===== src/rtl/rtc_pkg.sv =====
// Shared constants for the RTC write path: sequencer state encoding,
// RTC register address table and the sequence length limit.
package rtc_pkg;

    // Sequencer states (kept as plain constants for legacy compatibility)
    localparam logic [2:0] ST_IDLE  = 3'd0;
    localparam logic [2:0] ST_START = 3'd1;
    localparam logic [2:0] ST_WAIT  = 3'd2;
    localparam logic [2:0] ST_NEXT  = 3'd3;
    localparam logic [2:0] ST_DONE  = 3'd4;

    // RTC register addresses written by one sequence, in transaction order
    localparam logic [7:0] DIR_SEG  = 8'h21;
    localparam logic [7:0] DIR_MIN  = 8'h22;
    localparam logic [7:0] DIR_HORA = 8'h23;
    localparam logic [7:0] DIR_DIA  = 8'h24;
    localparam logic [7:0] DIR_MES  = 8'h25;
    localparam logic [7:0] DIR_ANIO = 8'h26;

    // indice is 3 bits wide, so at most 8 transactions per sequence
    localparam int unsigned NUM_REGS_MAX = 8;

    // Address for transaction idx; slots beyond the six RTC registers read 0
    function automatic logic [7:0] dir_addr(input logic [2:0] idx);
        logic [7:0] a;
        case (idx)
            3'd0:    a = DIR_SEG;
            3'd1:    a = DIR_MIN;
            3'd2:    a = DIR_HORA;
            3'd3:    a = DIR_DIA;
            3'd4:    a = DIR_MES;
            3'd5:    a = DIR_ANIO;
            default: a = 8'h00;
        endcase
        return a;
    endfunction

endpackage


===== src/rtl/watchdog_escritura.sv =====
// Transaction watchdog for the write sequencer: counts cycles from inicio
// while the sequencer waits for end_flag and raises a sticky err on expiry.
module watchdog_escritura
    import rtc_pkg::*;
#(
    parameter int unsigned TIMEOUT = 1023
)
(
    input  logic clk,
    input  logic rst,
    input  logic i_clear,
    input  logic i_en,
    input  logic i_end,
    output logic o_expire,
    output logic o_err
);

    // The counter is loaded with 1 on inicio so the START cycle is counted;
    // expiry fires in the WAIT cycle that would bring the count to TIMEOUT.
    localparam logic [9:0] LIMIT = 10'(TIMEOUT - 1);

    logic [9:0] r_cnt;
    logic       r_err;

    assign o_expire = i_en & ~i_end & (r_cnt == LIMIT);
    assign o_err    = r_err;

    // Cycle counter: restart on inicio, advance every WAIT cycle
    always_ff @(posedge clk or posedge rst) begin
        if (rst) begin
            r_cnt <= '0;
        end else if (i_clear) begin
            r_cnt <= 10'd1;
        end else if (i_en) begin
            r_cnt <= r_cnt + 10'd1;
        end
    end

    // Sticky error flag, cleared only by reset
    always_ff @(posedge clk or posedge rst) begin
        if (rst) begin
            r_err <= 1'b0;
        end else if (o_expire) begin
            r_err <= 1'b1;
        end
    end

endmodule


===== src/rtl/secuenciador_escritura.sv =====
// RTC write sequencer: on go, snapshots six BCD bytes and runs one write
// transaction per byte through the write FSM (inicio / end_flag handshake),
// steering the shared bus from the FSM's AD and Data strobes.
// Optional macro SEQ_TIMEOUT_EN adds a per-transaction watchdog and err port.
module secuenciador_escritura
    import rtc_pkg::*;
#(
    parameter int unsigned NUM_REGS = 6,
    parameter int unsigned TIMEOUT  = 1023
)
(
    input  logic       clk,
    input  logic       reset,
    input  logic       go,
    input  logic [7:0] seg_in,
    input  logic [7:0] min_in,
    input  logic [7:0] hora_in,
    input  logic [7:0] dia_in,
    input  logic [7:0] mes_in,
    input  logic [7:0] anio_in,
    input  logic       end_flag,
    input  logic       ad_in,
    input  logic       data_in,
    output logic       inicio,
    output logic [7:0] bus_out,
    output logic       bus_oe,
    output logic [2:0] indice,
    output logic       busy,
    output logic       done
`ifdef SEQ_TIMEOUT_EN
    ,
    output logic       err
`endif
);

    if (NUM_REGS < 1 || NUM_REGS > NUM_REGS_MAX) begin : g_bad_num_regs
        $error("secuenciador_escritura: NUM_REGS must be 1..8");
    end
    if (TIMEOUT < 2 || TIMEOUT > 1023) begin : g_bad_timeout
        $error("secuenciador_escritura: TIMEOUT must fit the 10-bit watchdog");
    end

    localparam logic [2:0] LAST_IDX = 3'(NUM_REGS - 1);

    logic [2:0] r_state;
    logic [2:0] r_indice;
    logic [7:0] r_dato [NUM_REGS_MAX];
    logic       w_expire;
    logic [7:0] w_dir;
    logic [7:0] w_dato;

`ifdef SEQ_TIMEOUT_EN
    watchdog_escritura #(
        .TIMEOUT (TIMEOUT)
    ) u_watchdog (
        .clk      (clk),
        .rst      (reset),
        .i_clear  (inicio),
        .i_en     (r_state == ST_WAIT),
        .i_end    (end_flag),
        .o_expire (w_expire),
        .o_err    (err)
    );
`else
    assign w_expire = 1'b0;
`endif

    // Sequence control: accept go, pulse inicio, wait end_flag, step index
    always_ff @(posedge clk or posedge reset) begin
        if (reset) begin
            r_state  <= ST_IDLE;
            r_indice <= '0;
            for (int unsigned i = 0; i < NUM_REGS_MAX; i++) begin
                r_dato[i] <= '0;
            end
        end else begin
            case (r_state)
                ST_IDLE: begin
                    if (go) begin
                        r_dato[0] <= seg_in;
                        r_dato[1] <= min_in;
                        r_dato[2] <= hora_in;
                        r_dato[3] <= dia_in;
                        r_dato[4] <= mes_in;
                        r_dato[5] <= anio_in;
                        r_dato[6] <= '0;
                        r_dato[7] <= '0;
                        r_indice  <= '0;
                        r_state   <= ST_START;
                    end
                end
                ST_START: r_state <= ST_WAIT;
                ST_WAIT: begin
                    if (end_flag) begin
                        r_state <= (r_indice == LAST_IDX) ? ST_DONE : ST_NEXT;
                    end else if (w_expire) begin
                        r_state <= ST_IDLE;
                    end
                end
                ST_NEXT: begin
                    r_indice <= r_indice + 3'd1;
                    r_state  <= ST_START;
                end
                ST_DONE:  r_state <= ST_IDLE;
                default:  r_state <= ST_IDLE;
            endcase
        end
    end

    assign inicio = (r_state == ST_START);
    assign done   = (r_state == ST_DONE);
    assign busy   = (r_state != ST_IDLE);
    assign indice = r_indice;

    // Bus steering follows the write FSM strobes with no added latency.
    // bus_out is forced to 0 outside a sequence so reset leaves every output at 0.
    assign w_dir   = dir_addr(r_indice);
    assign w_dato  = r_dato[r_indice];
    assign bus_out = busy ? (ad_in ? w_dato : w_dir) : '0;
    assign bus_oe  = data_in & busy;

endmodule


===== config.mk =====
export PLATFORM = sky130hd
export DESIGN_NAME = secuenciador_escritura
export DESIGN_NICKNAME = d
export VERILOG_FILES = /design/src/rtl/rtc_pkg.sv /design/src/rtl/watchdog_escritura.sv /design/src/rtl/secuenciador_escritura.sv
export SDC_FILE = /design/constraint.sdc
export NUM_CORES = 1
export LEC_CHECK = 0
export ABC_CLOCK_PERIOD_IN_PS = 2200
export CORE_MARGIN = 3
export CORE_UTILIZATION = 46
export CTS_BUF_LIST = sky130_fd_sc_hd__clkbuf_4
export DETAILED_ROUTE_END_ITERATION = 16
export GPL_ROUTABILITY_DRIVEN = 0
export PLACE_DENSITY = 0.82
export SLEW_MARGIN = 30
export SYNTH_ARGS = -nofsm -noshare
export SYNTH_HDL_FRONTEND = slang
export SYNTH_SLANG_ARGS = --single-unit

===== constraint.sdc =====
create_clock -name clk -period 2.2 [get_ports clk]
set_input_delay 0.55 -clock clk [delete_from_list [all_inputs] [get_ports clk]]
set_output_delay 0.55 -clock clk [all_outputs]
set_load 0.005 [all_outputs]

==> reports/results.ini, run 1 <==
[timing]
hold_violations=0
relSlewSlack_pct=73.7
finalCriticalPeriod_ps=2450
skew_ps=19.7
slew_violations=0
max_freq_mhz=409
fin_crit_sh_pct=111
tightestPinTransition_ps=393
setup_viol=8
layout_setup_ws_ps=-246
rsz0062_at_grt=true

[min_path]
min_path_type=input port to asynchronous set/reset pin

[floorplanning]
coreArea_sq_um=5570
start_util_pct=48.1
dieArea_sq_um=6770
die_w_um=82.3
io_pins=69
die_y_um=82.3
fp-row-count=27

[drt]
drcViolationCount=0
drtAntennaViolNets=0
wl_per_cell_um=16.3
vias_per_cell=5.35
dr.first_iter.drc_count=172
via_count=2000
drt_first_pass_iters=4
finalWirelength_um=6080

[yosys]
syn_nets=259
synth_edf_count=0
ys_ff_latch=54
ys_seq_area_share_pct=50.4
syn_area_sq_um=2680
async_reset_ff_share_pct=100
synth_cell_type_count=36
yosys_warnings=0
avgSynthCellArea_sq_um=13.5
synth_ff_type=dfrtp_1
syn_inst=199

[layout]
areaGrowthSynthToFinish_pct=44.2
final_common_cell=clkdlybuf4s50_1
nNetsFinal=361
mostFrequentLayoutCells=clkdlybuf4s50_1 (56), dfrtp_1 (51), mux2_2 (33)
nFillCells=412
drive_gt1_share_pct=39.1
diodes=0
finalCoreUtilization_pct=69.3

[grt]
grt_pass1_wl_um=9670
grt_util_all_layers_pct=18.9
overflow=0
antenna_found_initial=0
grt_pass1_vias=2039
grt_max_degree=55

[pwr]
cellPowerDensity_nw_per_um2=1310
swShare_pct=33.8
p_switching_uw=1710
p_seq_share_pct=35.3
clockPowerShare_pct=8.7
irDropWorstVdd_mv=0.689
p_int_uw=3330
p_leak_uw=0.00165
pwr-share-comb_pct=56.0

[setup_path]
cp_slowest_cell=mux4_2
required_ps=1650
crit_type=flip-flop to output port
worstPathMaxFanout=5
crit_arrival_ps=1900
crit_path_max_incr_delay_ps=530
cp_common_cell=buf_6
r2r_end=r_dato[24]
r2r-start=r_state[2]
crit_start=indice[1]
crit_path_end_kind=output port
ff2ff_path_depth=5
path_cells=buf_6 > buf_6 > mux4_2 > a22oi_2 > nor2_1 > buf_2
critPathCapture=bus_out[3]
setup.worst_path.start_class=flip-flop
regToRegSetupSlack_ps=360

[cts]
cts_sinks=54
clk_latency_ps=380
clock_path_buffers=2
cts.clk_slew.worst_paths_ps=170
cts_root_buffer=clkbuf_4
htreeDepth=2
cts_tree=yes
numCtsBuffers=5

[run_status]
violations=setup timing
status=complete, but fails checks

[place]
place_hpwl_um=4370
portBuffers=68
post-place-ws_ps=-441

[job]
cap_viol_max_count=0

## power groups by stage
stage / registers, uW / logic, uW / clock network [uW]
final: 1780 / 2820 / 438
after detailed placement: 1810 / 2470 / 0
after CTS: 1770 / 2730 / 443
after global placement: 1770 / 2430 / 0
after global routing: 1840 / 3080 / 478
after floorplan: 1700 / 1550 / 0
## final cells by class
| type | count | area [sq um] | area share (%) |
|---|---|---|---|
| clock buffer | 5 | 37.5 | 0.972 |
| clock inverter | 3 | 16.3 | 0.421 |
| inverter | 4 | 15.0 | 0.389 |
| multi-input combinational | 127 | 1330 | 34.3 |
| sequential | 54 | 1360 | 35.1 |
| tap | 72 | 90.1 | 2.33 |
| timing repair buffer | 109 | 1020 | 26.5 |
## routing by layer
| layer | vias up | GRT usage (%) | part of all wire, % |
|---|---|---|---|
| met5 | - | 0 | 0 |
| met4 | 0 | 4.65 | 1.1 |
| met3 | 6 | 3.80 | 6.3 |
| met2 | 66 | 31.1 | 47 |
| met1 | 999 | 25.8 | 46 |
| li1 | 929 | - | - |
## state kept, by name, indices dropped and copies added (netlist names)
signal	count
r_dato	48
indice	3
r_state	3
## repair_timing
action                                  in CTS  in global routing
hold buffers                                 0                  0
gates resized for setup                     57                 16
setup buffers                               16                  2
endpoints found under the setup margin      13                 10
gates cloned                                 0                  0
pin swaps                                   11                 15
endpoints found under the hold margin        0                  0
## cell usage after synthesis, drive strengths merged, types with 2 or more instances
library cell | instances | area share, %
or3 | 2 | 0.47
nand3 | 3 | 0.56
o22a | 3 | 0.98
mux2i | 3 | 1.1
buf | 8 | 2.1
nor2b | 3 | 0.70
mux4 | 6 | 5.0
clkbuf | 6 | 0.84
nor3b | 2 | 0.56
inv | 4 | 0.56
o211ai | 3 | 0.84
mux2 | 57 | 24
dfrtp | 54 | 50
nand2b | 2 | 0.47
o21ai | 2 | 0.37
a22oi | 5 | 1.4
ha | 6 | 2.8
a21oi | 4 | 0.75
nand2 | 5 | 0.70
nor2 | 6 | 0.84
nor4b | 2 | 0.89
a31oi | 3 | 0.70
## per-stage QoR
stage / TNS (ps) / total power [uW] / instances / area (sq um) / hold WS (ps)
5_1_grt: -2210 / 5400 / 374 / 3860 / 531
3_3_place_gp: -2720 / 4200 / 350 / 3600 / 463
6_report: -1500 / 5040 / 374 / 3860 / 505
2_1_floorplan: 0 / 3250 / 199 / 2680 / 452
4_1_cts: -1860 / 4940 / 373 / 3800 / 507
3_5_place_dp: -2840 / 4280 / 350 / 3600 / 473
## worst max-delay path, delay by kind of cell (launching register included)
family | cells | cell delay (ps)
AOI/OAI and AO/OA | 1 | 140
buffers and inverters | 3 | 370
DFF | 1 | 430
muxes | 1 | 530
and+or+nand+nor | 1 | 60
## kinds of logic after synthesis
kind of cell | after synthesis | synth area share, %
multiplexers | 66 | 30.1
flip-flops | 54 | 50.4
AND/OR/NAND/NOR | 30 | 6.54
AO/OA/AOI/OAI | 25 | 6.54
buffers and inverters | 18 | 3.55
adder cells (fa/ha/maj) | 6 | 2.80
## worst min path at each step
stage / startpoint / endpoint / slack [ps] / depth (start not counted)
2_1_floorplan: r_dato[18] / r_dato[18] / 450 / 1
3_3_place_gp: r_dato[51] / r_dato[51] / 460 / 1
3_5_place_dp: r_dato[18] / r_dato[18] / 470 / 1
4_1_cts: r_dato[18] / r_dato[18] / 510 / 1
5_1_grt: r_dato[19] / r_dato[19] / 530 / 1
6_report: reset / r_dato[62] / 510 / 3
Note: power is estimated with default switching activity, not from simulation.
==> inputs of run 2 (changes only) <==
ABC_CLOCK_PERIOD_IN_PS = 2900   (was 2200)
CORE_UTILIZATION = 54   (was 46)
PLACE_DENSITY = 0.9   (was 0.82)
clock period = 2.9 ns   (was 2.2 ns; I/O delays follow)
==> reports/results.ini, run 2 (synthesis results as in run 1) <==
[layout]
final_area_sq_um=3610  ; -6.6%
drive_gt1_share_pct=28.8  ; -10 points
multiInputGateArea_sq_um=1260  ; -4.6%
largest_reg_flops=48  ; unchanged
diodes=0  ; unchanged
nFillCells=293  ; -29%
nNetsFinal=342  ; -5.3%
seqCellArea_sq_um=1350  ; about the same
areaGrowthSynthToFinish_pct=34.7
final_common_cell=clkdlybuf4s50_1
mostFrequentLayoutCells=clkdlybuf4s50_1 (63), dfrtp_1 (52), mux2_2 (37)
largest_register=r_dato

[timing]
hold_violations=0  ; unchanged
hold_ws_ps=496  ; -9.47 ps
relSlewSlack_pct=74.5  ; +0.80 points
tightestPinTransition_ps=382  ; -10.4 ps
slew_violations=0  ; unchanged
rsz0062_at_grt=true
finalCriticalPeriod_ps=2850
skew_ps=17.7  ; -2.06 ps
fin_crit_sh_pct=98.4
setup_viol=0  ; -8
max_freq_mhz=351
layout_setup_ws_ps=47.5  ; +294 ps

[pwr]
p_seq_share_pct=38.8  ; +3.5 points
clockPowerShare_pct=8.5  ; -0.2 points
cellPowerDensity_nw_per_um2=965  ; -26%
irDropWorstVdd_mv=0.602  ; -13%
p_leak_uw=0.00152  ; -7.9%
power.total_uw=3480  ; -31%
pwr-share-comb_pct=52.7  ; -3.3 points
p_int_uw=2310  ; -31%
p_switching_uw=1170  ; -31%
swShare_pct=33.7  ; -0.13 points

[grt]
grt_pass1_vias=1934  ; -5.1%
grt_pass1_wl_um=9560  ; -1.2%
antenna_found_initial=0  ; unchanged
grt_max_degree=31  ; -44%
overflow=0  ; unchanged
grt_util_all_layers_pct=20.6  ; +1.6 points

[drt]
drt_first_pass_iters=4  ; unchanged
finalWirelength_um=5860  ; -3.7%
vias_per_cell=5.54  ; +3.6%
drtAntennaViolNets=0  ; unchanged
wl_per_cell_um=16.9  ; +4.1%
via_count=1916  ; -4.2%
dr.first_iter.drc_count=109  ; -37%
drcViolationCount=0  ; unchanged

[place]
placed_area_sq_um=3470  ; -3.8%
place_hpwl_um=4370  ; about the same
portBuffers=68  ; unchanged
post-place-ws_ps=-114  ; +326 ps

[setup_path]
crit_arrival_ps=2130  ; +230 ps
path_cells=buf_4 > mux4_2 > a22oi_2 > nor2_1 > clkdlybuf4s50_1
worstPathMaxFanout=4  ; -1
crit_path_end_kind=output port
r2r-start=r_state[2]
setup.worst_path.start_class=flip-flop
crit_start=indice[1]
crit_path_max_incr_delay_ps=520  ; about the same
cp_slowest_cell=mux4_2
crit_type=flip-flop to output port
required_ps=2170  ; +520 ps

[min_path]
min_path_type=flip-flop to flip-flop
worstHoldStart=r_dato[61]

[cts]
clk_latency_ps=360  ; -20 ps
numCtsBuffers=5  ; unchanged
hold_buffers=0  ; unchanged
htreeDepth=2  ; unchanged
cts_sinks=54  ; unchanged
cts.clk_slew.worst_paths_ps=140  ; -30 ps
cts_root_buffer=clkbuf_4
cts_tree=yes
clock_path_buffers=2  ; unchanged

[floorplanning]
io_pins=69  ; unchanged
coreArea_sq_um=4560  ; -18%
fp-row-count=24  ; -11%
dieArea_sq_um=5840  ; -14%
die_w_um=76.4  ; -7.1%
start_util_pct=58.7  ; +11 points
die_y_um=76.4  ; -7.1%

[job]
cap_viol_max_count=0  ; unchanged

[run_status]
status=finished clean

==> run 2: changes by cell type in the layout (fill, tap and decap cells not counted), sizes merged <==
cell           change
dlymetal6s2s       +1
clkinvlp           -1
clkbuf             -1
clkinv             -1
clkdlybuf4s50      +7
buf               -27
dlygate4sd2        +1
==> run 2: metal layers <==
| layer | track usage (%) | routed length, um | vias to the layer above |
|---|---|---|---|
| met4 | 6.52 | 73 | 0 |
| met2 | 34.2 | 2890 | 76 |
| li1 | - | - | 892 |
| met5 | 0 | 0 | - |
| met1 | 27.4 | 2580 | 943 |
| met3 | 3.78 | 318 | 5 |
==> run 2: power groups by stage <==
stage | Combinational (uW) | Sequential [uW] | Clock, uW
floorplan | 1180 | 1290 | 0
global placement | 1670 | 1350 | 0
detailed placement | 1710 | 1380 | 0
CTS | 1750 | 1340 | 303
global route | 1990 | 1390 | 341
finish | 1830 | 1350 | 295
==> run 2: area by class of cell <==
cell class	count	area share (%)
multi-input cells	127	35.1
clock inverters	1	0.104
clock buffers	5	1.04
well taps	65	2.25
inverters	4	0.416
flip-flops and latches	54	37.5
repair buffers	90	23.6
==> run 2: worst max-delay path: cells and delay by family (launching register included) <==
| kind | cells | cell delay (ps) |
|---|---|---|
| DFF | 1 | 410 |
| muxes | 1 | 520 |
| and+or+nand+nor | 1 | 70 |
| AOI/OAI and AO/OA | 1 | 160 |
| buffers and inverters | 2 | 590 |
==> run 2: repair_timing <==
item / 4_1_cts / 5_1_grt
setup endpoints to repair: 8 / 5
resized for setup: 5 / 10
setup buffers: 5 / 4
pin swaps: 0 / 4
==> run 2: worst paths after layout <==
kind	to	slack [ps]	cells past startpoint
max	bus_out[4]	50	5
max reg2reg	r_dato[36]	1090	4
min reg2reg	r_dato[61]	500	1
min	r_dato[61]	500	1
max in group asynchronous	indice[1]	1660	3
min in group asynchronous	r_dato[62]	630	2
==> run 2: stage by stage <==
step | setup TNS [ps] | util [%] | cells
6_report | 0 | 79.0 | 346
5_1_grt | -70.1 | 79.0 | 346
3_5_place_dp | -288 | 76.0 | 331
4_1_cts | 0 | 77.6 | 342
3_3_place_gp | -92.0 | 76.0 | 331
2_1_floorplan | 0 | - | 199
